$ cat src/rtl/keypad_scan_if.sv
// Keypad pins and decoded-key outputs of keypad_scan, plus the scanner's state for observation.
// State encoding on `state`: 0 = scan, 1 = debounce, 2 = pressed.
interface keypad_scan_if;
  logic [3:0] row_n;
  logic [3:0] col_n;
  logic [3:0] key_code;
  logic       key_validn;
  logic [1:0] state;

  modport master (input row_n, output col_n, output key_code, output key_validn, output state);
  modport slave  (output row_n, input col_n, input key_code, input key_validn, input state);
endinterface

$ cat src/rtl/keypad_scan.sv
// 4x4 active-low keypad scanner with press/release debounce and key encoding.
// Optional build macro KEYPAD_GHOST_REJECT_EN: multi-row samples are treated as no key.
module keypad_scan #(
  parameter int SCAN_DIV     = 50000,
  parameter int DEBOUNCE_CNT = 500000
) (
  input  logic          clk,
  input  logic          resetn,
  keypad_scan_if.master bus
);
  localparam int DW = $clog2(SCAN_DIV);
  localparam int BW = $clog2(DEBOUNCE_CNT);
  localparam logic [DW-1:0] DWELL_LAST = DW'(SCAN_DIV - 1);
  localparam logic [BW-1:0] DEB_LAST   = BW'(DEBOUNCE_CNT - 1);

  typedef enum logic [1:0] {SCAN = 2'd0, DEBOUNCE = 2'd1, PRESSED = 2'd2} state_t;

  state_t        state;
  logic [3:0]    row_meta;
  logic [3:0]    row_s;
  logic [1:0]    col;
  logic [1:0]    row;
  logic [DW-1:0] dwell;
  logic [BW-1:0] cnt;
  logic [3:0]    col_n;
  logic [3:0]    key_code;
  logic          key_validn;
  logic [1:0]    low_row;
  logic [1:0]    next_col;
  logic          hit;
  logic          match;
`ifdef KEYPAD_GHOST_REJECT_EN
  logic [3:0]    pat;
`endif

  function automatic logic [3:0] encode(input logic [1:0] r, input logic [1:0] c);
    logic [3:0] code;
    code = 4'h0;
    case ({r, c})
      4'h0: code = 4'h1;
      4'h1: code = 4'h2;
      4'h2: code = 4'h3;
      4'h3: code = 4'hA;
      4'h4: code = 4'h4;
      4'h5: code = 4'h5;
      4'h6: code = 4'h6;
      4'h7: code = 4'hB;
      4'h8: code = 4'h7;
      4'h9: code = 4'h8;
      4'hA: code = 4'h9;
      4'hB: code = 4'hC;
      4'hC: code = 4'hE;
      4'hD: code = 4'h0;
      4'hE: code = 4'hF;
      4'hF: code = 4'hD;
      default: code = 4'h0;
    endcase
    return code;
  endfunction

  // Lowest-index low row wins when several rows are closed.
  always_comb begin
    low_row = 2'd3;
    for (int i = 3; i >= 0; i--) begin
      if (!row_s[i]) low_row = 2'(i);
    end
  end

  assign next_col = col + 2'd1;

`ifdef KEYPAD_GHOST_REJECT_EN
  assign hit   = $onehot(~row_s);
  assign match = (row_s == pat);
`else
  assign hit   = ~&row_s;
  assign match = ~row_s[row];
`endif

  always_ff @(posedge clk or negedge resetn) begin
    if (!resetn) begin
      state      <= SCAN;
      row_meta   <= 4'hF;
      row_s      <= 4'hF;
      col        <= 2'd0;
      row        <= 2'd0;
      dwell      <= '0;
      cnt        <= '0;
      col_n      <= 4'b1110;
      key_code   <= 4'h0;
      key_validn <= 1'b1;
`ifdef KEYPAD_GHOST_REJECT_EN
      pat        <= 4'hF;
`endif
    end else begin
      row_meta <= bus.row_n;
      row_s    <= row_meta;
      case (state)
        SCAN: begin
          if (dwell == DWELL_LAST) begin
            dwell <= '0;
            if (hit) begin
              row   <= low_row;
              cnt   <= '0;
              state <= DEBOUNCE;
`ifdef KEYPAD_GHOST_REJECT_EN
              pat   <= row_s;
`endif
            end else begin
              col   <= next_col;
              col_n <= ~(4'b0001 << next_col);
            end
          end else begin
            dwell <= dwell + DW'(1);
          end
        end
        DEBOUNCE: begin
          // A bounce drops back to scanning the same column from a fresh dwell.
          if (!match) begin
            state <= SCAN;
            dwell <= '0;
          end else if (cnt == DEB_LAST) begin
            key_code   <= encode(row, col);
            key_validn <= 1'b0;
            cnt        <= '0;
            state      <= PRESSED;
          end else begin
            cnt <= cnt + BW'(1);
          end
        end
        PRESSED: begin
          if (!row_s[row]) begin
            cnt <= '0;
          end else if (cnt == DEB_LAST) begin
            key_validn <= 1'b1;
            cnt        <= '0;
            dwell      <= '0;
            col        <= next_col;
            col_n      <= ~(4'b0001 << next_col);
            state      <= SCAN;
          end else begin
            cnt <= cnt + BW'(1);
          end
        end
        default: state <= SCAN;
      endcase
    end
  end

  assign bus.col_n      = col_n;
  assign bus.key_code   = key_code;
  assign bus.key_validn = key_validn;
  assign bus.state      = state;
endmodule

$ cat src/flat_wrapper.sv
// flat-port wrapper written by rule: the top's interface ports become plain ports
module keypad_scan_flat 
#(
  parameter int SCAN_DIV     = 50000,
  parameter int DEBOUNCE_CNT = 500000
)
  (clk, resetn, bus_row_n, bus_col_n, bus_key_code, bus_key_validn, bus_state);
  keypad_scan_if bus_i ();
  input  logic clk;
  input  logic resetn;
  input wire logic [$bits(bus_i.row_n)-1:0] bus_row_n;
  output wire logic [$bits(bus_i.col_n)-1:0] bus_col_n;
  output wire logic [$bits(bus_i.key_code)-1:0] bus_key_code;
  output wire logic [$bits(bus_i.key_validn)-1:0] bus_key_validn;
  output wire logic [$bits(bus_i.state)-1:0] bus_state;
  assign bus_i.row_n = bus_row_n;
  assign bus_col_n = bus_i.col_n;
  assign bus_key_code = bus_i.key_code;
  assign bus_key_validn = bus_i.key_validn;
  assign bus_state = bus_i.state;
  keypad_scan #(.SCAN_DIV(SCAN_DIV), .DEBOUNCE_CNT(DEBOUNCE_CNT)) u_core (.clk(clk), .resetn(resetn), .bus(bus_i));
endmodule
$ cat config.mk
export PLATFORM = sky130hd
export DESIGN_NAME = keypad_scan_flat
export DESIGN_NICKNAME = d
export VERILOG_FILES = /design/src/rtl/keypad_scan_if.sv /design/src/rtl/keypad_scan.sv /design/src/flat_wrapper.sv
export SDC_FILE = /design/constraint.sdc
export NUM_CORES = 1
export LEC_CHECK = 0
export ABC_AREA = 1
export CAP_MARGIN = 20
export CORE_ASPECT_RATIO = 1.25
export CORE_MARGIN = 2
export CORE_UTILIZATION = 60
export CTS_CLUSTER_SIZE = 24
export DETAILED_ROUTE_END_ITERATION = 8
export GPL_ROUTABILITY_DRIVEN = 0
export PLACE_DENSITY = 0.79
export SYNTH_ARGS = -nofsm -noshare
export SYNTH_HDL_FRONTEND = slang
export SYNTH_SLANG_ARGS = --single-unit
$ cat constraint.sdc
create_clock -name clk -period 2.3 [get_ports clk]
set_input_delay 0.575 -clock clk [delete_from_list [all_inputs] [get_ports clk]]
set_output_delay 0.575 -clock clk [all_outputs]
set_load 0.05 [all_outputs]
# Word-level counts from Yosys, hierarchy flattened
# Memories as Yosys holds them, arrays and structs flattened. A register that Yosys moved wholly into a read port is not among the register bits.
# Cells that the tools add are included.
# totals
reg_bits	54
romBits	64
in_bits	6
output_inout_bits	11
elab_cells	82
mem_count	1
# mem_list
name	words	word_bits	rd	rd_clocked_by_memory_dff	wr	line	source
(name not given)	16	4	1	1	0	keypad_scan.sv:39	case ({r, c})
# op_classes
addsub	3
order_cmp	1
eq_ne	13
shifts	1
muxes	38
bitwise	3
n_reduce_logical	13
# ops
op	count
19-bit two-way mux	5
16-bit two-way mux	4
19-bit one-hot mux with 3 select lines	1
16-bit one-hot mux with 3 select lines	1
2-bit two-way mux	12
19-bit by 1-bit adder with 19-bit output, second input constant	1
19-bit equality test, second input constant	1
16-bit by 1-bit adder with 16-bit output, second input constant	1
16-bit equality test, second input constant	1
4-bit two-way mux	4
5-bit AND reduction	3
2-bit by 1-bit != test with 1-bit output, second input constant	6
4-bit AND reduction	3
4-bit one-hot mux with 2 select lines	1
1-bit two-way mux	6
2-bit one-hot mux with 3 select lines	1
3-bit AND reduction	2
2-bit != test, second input constant	2
4-bit NOT	1
2-bit one-hot mux with 2 select lines	1
2-bit nonzero test	2
1-bit by 2-bit << shifter with 4-bit output, first input constant	1
2-bit by 3-bit less-than comparator with 1-bit output, second input constant	1
3-bit by 1-bit != test with 1-bit output, second input constant	1
other kinds (9)	10

# Depth between registers and ports, before layout
# Gate-level depths: netlist of the first run.
# depth
word_depth	6
ltp_mapped	13
depth_no_buf	11

# Worst setup path after synthesis of the first run
# OpenSTA, ideal clock, no wires.
# synth_timing
path_type	register to register
from	reg u_core.state[0] (netlist: u_core.bus.state[0])
to	reg u_core.cnt[13]
setup_time_ns	0.126
t_arrival_ns	1.856
t_required_ns	2.174
setup_slack_ns	0.318
path_stages_with_launch	10
n_path_buf	1
period_less_slack_ns	1.982
cell_sequence	dfrtp_1 ha_1 buf_1 nand3_1 nand2_1 inv_1 nand2_1 nor2_1 nand2_1 o21ai_0
# synth_between
elab_chain_cells	3
elab_cells_between_ends	9
cone_classes	eq/ne (5); mux (1); reduce/logical (3)
# synth_rtl
element	line	source
from (decl)	keypad_scan.sv:18	state_t state;
from (signal assigned)	keypad_scan.sv:81	state <= SCAN;
from (signal assigned)	keypad_scan.sv:104	state <= DEBOUNCE;
from (signal assigned)	keypad_scan.sv:119	state <= SCAN;
2-bit by 1-bit equality test with 1-bit output (tied with other cells)	keypad_scan.sv:97	case (state)
2-bit != test (no line) (tied with other cells)	n/a	
4-bit AND reduction (no line)	n/a	
to (signal assigned)	keypad_scan.sv:127	cnt <= cnt + BW'(1);
to (signal assigned)	keypad_scan.sv:141	cnt <= cnt + BW'(1);
to (decl)	keypad_scan.sv:24	logic [BW-1:0] cnt;
# Several ways; a longest one is shown, not always the timed one.
# A chain may end at the register's enable or synchronous reset.

# Worst setup path in the final report of the first run
# layout_timing
from	reg u_core.col_n[3] (netlist: u_core.bus.col_n[3])
to	out bus_col_n[3]
# layout_rtl
element	line	source
from (decl)	keypad_scan.sv:25	logic [3:0] col_n;
from (signal assigned)	keypad_scan.sv:110	col_n <= ~(4'b0001 << next_col);
from (signal assigned)	keypad_scan.sv:138	col_n <= ~(4'b0001 << next_col);
to (decl)	flat_wrapper.sv:12	output wire logic [$bits(bus_i.col_n)-1:0] bus_col_n;
# No word-level cell between the ends.

==> flow_summary_export.csv, run 1 <==
group,metric,value,unit
critical_path,crit_path_end_kind,"output pin",
clock_network,clk_pin_slew,60,ps
layout,antenna_cells,0,
power,switchingPower,0.4225,mW
floorplan,die_area,6979,µm²
clock_network,root_buffer,"clkbuf_8",
sta,skew,5.538,ps
synthesis,yosysUniqueCellTypes,30,
sta,post-route-min-period,2234,ps
detailed_routing,wirelength,8938,µm
layout,nFillCells,522,
placed_design,placed_cell_area,4070,µm²
global_routing,grt-ovfl-total,0,
detailed_routing,met3_length,489,µm
power,power-per-cell-area,487.4,nW/µm²
floorplan,die_w,75.12,µm
detailed_routing,dr_wl_met2,4423,µm
detailed_routing,top_layer,"met4",
critical_path,cpMaxStageDelayCell,"clkdlybuf4s50_1",
layout,mostFrequentLayoutCell,"nand2_1",
power,peakVddDrop,448.7,µV
sta,slew_viol_final,0,
sta,setup_ws,66.48,ps
synthesis,syn_inst,559,
power,p_comb_frac,0.023,
global_routing,grt_use_total,0.2824,
floorplan,ios,17,
sta,final-setup-viol-count,0,
clock_network,cts_hold_buf,0,
critical_path,cp_top_family,"buffers and inverters",
synthesis,synth.top_cell.area_share,0.3034,
layout,syn_to_final_growth,12.66,%
critical_path,cp.required,1730,ps
floorplan,die_y,92.90,µm
critical_path,critPathArrivalTime,1660,ps
synthesis,synth_nets,577,
floorplan,start_util,0.6193,
global_routing,grt_pass1_wl,15120,µm
power,swShare,0.2028,
detailed_routing,via_per_inst,5.461,
sta,worstMarginPinSlew,593.2,ps
detailed_routing,ant_nets,0,
critical_path,critical_path_class,"register to output pin",
synthesis,synth_ff_type,"dfrtp_1",
layout,mostFrequentLayoutCells,"172 x nand2_1, 91 x nor2_1, 61 x inv_1",
detailed_routing,vias,3675,
sta,slew_headroom,0.6045,
layout,final_nets,601,
synthesis,synth_top_cell_by_area,"dfrtp_1",
layout,stdcell_area,4274,µm²
sta,rsz0062_at_grt,"false",
min_path,hp-class,"input pin to asynchronous set/reset pin",
placed_design,dp_hpwl,6714,µm
detailed_routing,wl_met1,3817,µm
status,status,"finished clean",
placed_design,place_ws,291.0,ps
detailed_routing,drt_iter0_markers,289,
layout,drive_above_1_share,0.09014,
sta,hold_ws,243.9,ps
synthesis,synth_warnings,0,
floorplan,core,6126,µm²
synthesis,ys_ff_latch,58,
clock_network,cts.sinks,58,
synthesis,synth_enable_flop_cells,0,
clock_network,cts_tree,"done",
global_routing,grt_pass1_vias,3415,
synthesis,synth-seq-area-share,0.3865,
synthesis,avgSynthCellArea,6.786,µm²
detailed_routing,dr.pass1.iters,5,
clock_network,cts_buffer_depth,2,
sta,period_share,0.9711,
power,p_int,1.661,mW
sta,setup_tns,0,ps
floorplan,rows,32,
critical_path,crit_fanout,2,
critical_path,critPathBufInv,1,
clock_network,cts_inserted_buffers,9,
power,seq_power_share,0.498,
sta,hold_violations,0,
critical_path,start_kind,"register",
synthesis,async_flop_share,1.000,
global_routing,grt_start_max_net_pins,30,
detailed_routing,wire_per_inst,13.28,µm
power,clkPwrFrac,0.479,
placed_design,numPortBuffers,16,
critical_path,worst_path_largest_cell_delay,800,ps
clock_network,cts_resized,0,
critical_path,path_cells,"clkdlybuf4s50_1",
run,max_cap_viol_count,0,
synthesis,synth_area,3794,µm²
clock_network,cts-htree-levels,3,
clock_network,clk_latency,330,ps
detailed_routing,drc,0,
global_routing,antenna_found_initial,0,
critical_path,r2r_slack,250,ps
power,leakage,1.972,nW
clock_network,cts_setup_buffers,0,
synthesis,synth_area_leaders,"dfrtp_1 30%, nand2_1 17%, nor2_1 9.0%, dfstp_2 8.3%, nand3_1 7.0%",
layout,utilization,0.6977,
sta,fmax,447.7,MHz
[power by group through the flow]
| stage | clock network, mW | registers [mW] | logic [mW] |
|---|---|---|---|
| after floorplan | 0 | 1.05 | 0.00932 |
| after global placement | 0 | 1.06 | 0.0484 |
| after detailed placement | 0 | 1.06 | 0.0493 |
| after CTS | 1.02 | 1.04 | 0.0492 |
| after global routing | 1.06 | 1.04 | 0.0546 |
| final | 0.998 | 1.04 | 0.0478 |
[worst paths after layout]
| kind | start | endpoint | cells past startpoint |
|---|---|---|---|
| max in group asynchronous | resetn | u_core.row_s[2]$_DFF_PN1_ | 2 |
| setup reg to reg | u_core.dwell[0]$_DFFE_PN0P_ | u_core.cnt[8]$_DFFE_PN0P_ | 10 |
| hold / removal | resetn | u_core.cnt[6]$_DFFE_PN0P_ | 1 |
| setup / recovery | u_core.bus.col_n[3]$_DFFE_PN1P_ | bus_col_n[3] | 1 |
| hold reg to reg | u_core.row_meta[3]$_DFF_PN1_ | u_core.row_s[3]$_DFF_PN1_ | 0 |
| min in group clk | u_core.row_meta[3]$_DFF_PN1_ | u_core.row_s[3]$_DFF_PN1_ | 0 |
[synthesized netlist by cell type (all sizes together), types with 6 or more instances]
library cell,number
nand3,53
buf,10
nor2,97
dfrtp,46
nor3,9
dfstp,12
ha,12
nand2,178
o21ai,35
inv,62
a21oi,6
nand4,24
[routing by layer]
metal	GRT usage	vias to the layer above
met2	0.4518	146
met3	0.04679	24
met4	0.1295	0
met1	0.3674	1674
met5	0	-
li1	-	1831
[layout make-up]
type	count	area, µm²	share of cell area
Multi-Input combinational cell	427	2017	0.4719
Sequential cell	58	1466	0.3431
Timing Repair Buffer	25	247.7	0.05796
Inverter	62	232.7	0.05445
Clock buffer	13	138.9	0.03249
Tap cell	85	106.4	0.02488
Clock inverter	3	65.06	0.01522
[registers in the layout, indices dropped and copies added, names as in the netlist]
register,flops
u_core.dwell,16
u_core.row_meta,4
u_core.bus.key_validn,1
u_core.row_s,4
u_core.cnt,19
u_core.bus.col_n,4
u_core.row,2
u_core.col,2
u_core.bus.state,2
u_core.bus.key_code,4
[kinds of logic (layout without fill, tap and decap cells)]
logic type,after synthesis,in the layout,synth area share
XOR/XNOR,6,6,0.01385
flip-flops,58,58,0.3865
buffers and inverters,74,103,0.08179
adder cells (fa/ha/maj),12,12,0.03958
AO/OA/AOI/OAI,46,46,0.06959
AND/OR/NAND/NOR,363,363,0.4086
[stage by stage]
stage	instances	power, mW
final	673	2.083
after global routing	673	2.154
after CTS	673	2.107
after detailed placement	657	1.105
after global placement	657	1.104
after floorplan	559	1.064
(Power assumes the default switching activity.)
==> run 2, diff against run 1 <==
--- a/config.mk
+++ b/config.mk
@@ -14,6 +14,8 @@
 export DETAILED_ROUTE_END_ITERATION = 8
 export GPL_ROUTABILITY_DRIVEN = 0
 export PLACE_DENSITY = 0.79
+export RECOVER_POWER = 100
 export SYNTH_ARGS = -nofsm -noshare
 export SYNTH_HDL_FRONTEND = slang
 export SYNTH_SLANG_ARGS = --single-unit
+export TNS_END_PERCENT = 1
==> run 2 against run 1 <==
Net effect:
- die area stayed put
- register-to-register slack lost 90 ps
- critical path type unchanged
- critical path depth is the same
- via count fell by 0.22%
==> flow_summary_export.csv, run 2 (synthesis gave the netlist of run 1 again) <==
group,metric,value,unit
status,status,"finished clean",
global_routing,use_met3,0.04679,
floorplan,die_y,92.90,µm
layout,mostFrequentLayoutCell,"nand2_1",
layout,final_nets,601,
critical_path,r2r_slack,160,ps
power,power-per-cell-area,493.9,nW/µm²
floorplan,rows,32,
critical_path,timing.rr.end,"u_core.cnt[8]$_DFFE_PN0P_",
min_path,hp-class,"register to register",
placed_design,numPortBuffers,16,
sta,setup_tns,0,ps
layout,largest_reg_flops,19,
critical_path,startpoint,"u_core.bus.col_n[3]$_DFFE_PN1P_",
placed_design,dp_hpwl,6714,µm
global_routing,gr-usage-met2,0.4518,
floorplan,start_util,0.6193,
critical_path,critPathArrivalTime,1660,ps
sta,fmax,447.3,MHz
clock_network,cts_tree,"done",
layout,syn_to_final_growth,11.21,%
global_routing,grt_start_max_net_pins,30,
floorplan,ios,17,
critical_path,cpMaxStageDelayCell,"clkdlybuf4s50_1",
sta,post-route-min-period,2236,ps
detailed_routing,via_per_inst,5.449,
critical_path,worst_r2r_path_depth,10,
critical_path,start_kind,"register",
critical_path,r2r_start,"u_core.dwell[0]$_DFFE_PN0P_",
floorplan,core,6126,µm²
critical_path,critical_path_class,"register to output pin",
clock_network,root_buffer,"clkbuf_8",
detailed_routing,drt_iter0_markers,285,
sta,period_share,0.9721,
clock_network,cts-htree-levels,3,
global_routing,grt-ovfl-total,0,
critical_path,cp.required,1730,ps
sta,worstMarginPinSlew,1367,ps
power,peakVddDrop,452.0,µV
layout,top_register,"u_core.cnt",
clock_network,cts_inserted_buffers,9,
global_routing,top_usage_layer,"met2",
sta,rsz0062_at_grt,"false",
sta,slew_viol_final,0,
global_routing,grt_use_total,0.2824,
power,leakage,1.965,nW
detailed_routing,drc,0,
clock_network,cts_resized,0,
clock_network,cts_hold_buf,0,
clock_network,cts_setup_buffers,0,
placed_design,placed_cells,657,
detailed_routing,ant_nets,0,
detailed_routing,dr.pass1.iters,5,
critical_path,crit_fanout,2,
floorplan,die_w,75.12,µm
clock_network,cts.sinks,58,
sta,final-setup-viol-count,0,
detailed_routing,wirelength,9017,µm
run,max_cap_viol_count,0,
global_routing,grt_pass1_vias,3415,
critical_path,crit_path_end_kind,"output pin",
min_path,hold_end,"u_core.row_s[3]$_DFF_PN1_",
clock_network,clk_latency,330,ps
detailed_routing,vias,3667,
detailed_routing,wire_per_inst,13.40,µm
floorplan,die_area,6979,µm²
layout,largestRegisters,"u_core.cnt (19), u_core.dwell (16)",
global_routing,antenna_found_initial,0,
layout,drive_above_1_share,0.06803,
layout,fin_cells,673,
critical_path,cp_top_family,"buffers and inverters",
layout,mostFrequentLayoutCells,"175 x nand2_1, 93 x nor2_1, 61 x inv_1",
clock_network,clk_pin_slew,70,ps
layout,utilization,0.6887,
sta,slew_headroom,0.08870,
critical_path,critPathBufInv,1,
global_routing,met1_usage,0.3674,
global_routing,grt_pass1_wl,15120,µm
critical_path,path_cells,"clkdlybuf4s50_1",
sta,skew,5.245,ps
clock_network,cts_buffer_depth,2,
min_path,holdPathStages,0,
layout,antenna_cells,0,
layout,nFillCells,540,
critical_path,worst_path_largest_cell_delay,800,ps
min_path,min_from,"u_core.row_meta[3]$_DFF_PN1_",
sta,hold_violations,0,
## run 2: metal layers
metal	vias up	wire length, µm
met5	-	0
met4	0	240
met3	24	487
met2	143	4373
met1	1666	3916
li1	1834	-
## run 2: power breakdown
group          switching [mW]  internal, mW
logic                  0.0307        0.0122
registers             0.00396          1.03
clock network           0.393         0.611
total                   0.427          1.66
## run 2: metrics by stage
stage | instance area, µm² | hold slack, ps | setup slack (ps) | power (mW)
floorplan | 3794 | 279.4 | 317.9 | 1.064
global placement | 4070 | 345.8 | 388.9 | 1.104
detailed placement | 4070 | 350.4 | 291.0 | 1.105
CTS | 4274 | 246.3 | 48.57 | 2.107
global route | 4219 | 361.7 | 26.66 | 2.149
finish | 4219 | 357.1 | 64.22 | 2.084
## run 2: cell type report
class | count | area (µm²) | share of cell area
multi-input cells | 427 | 1982 | 0.4698
flip-flops and latches | 58 | 1466 | 0.3476
inverters | 62 | 232.7 | 0.05516
repair buffers | 25 | 227.7 | 0.05397
clock buffers | 13 | 138.9 | 0.03292
well taps | 85 | 106.4 | 0.02521
clock inverters | 3 | 65.06 | 0.01542
## run 2: how the worst max path moves through the flow
stage | slack (ps) | cells after the start | to
2_1_floorplan | 320 | 9 | u_core.cnt[13]$_DFFE_PN0P_
3_3_place_gp | 390 | 10 | u_core.cnt[3]$_DFFE_PN0P_
3_5_place_dp | 290 | 10 | u_core.cnt[8]$_DFFE_PN0P_
4_1_cts | 50 | 1 | bus_col_n[3]
5_1_grt | 30 | 1 | bus_col_n[3]
6_report | 60 | 1 | bus_col_n[3]
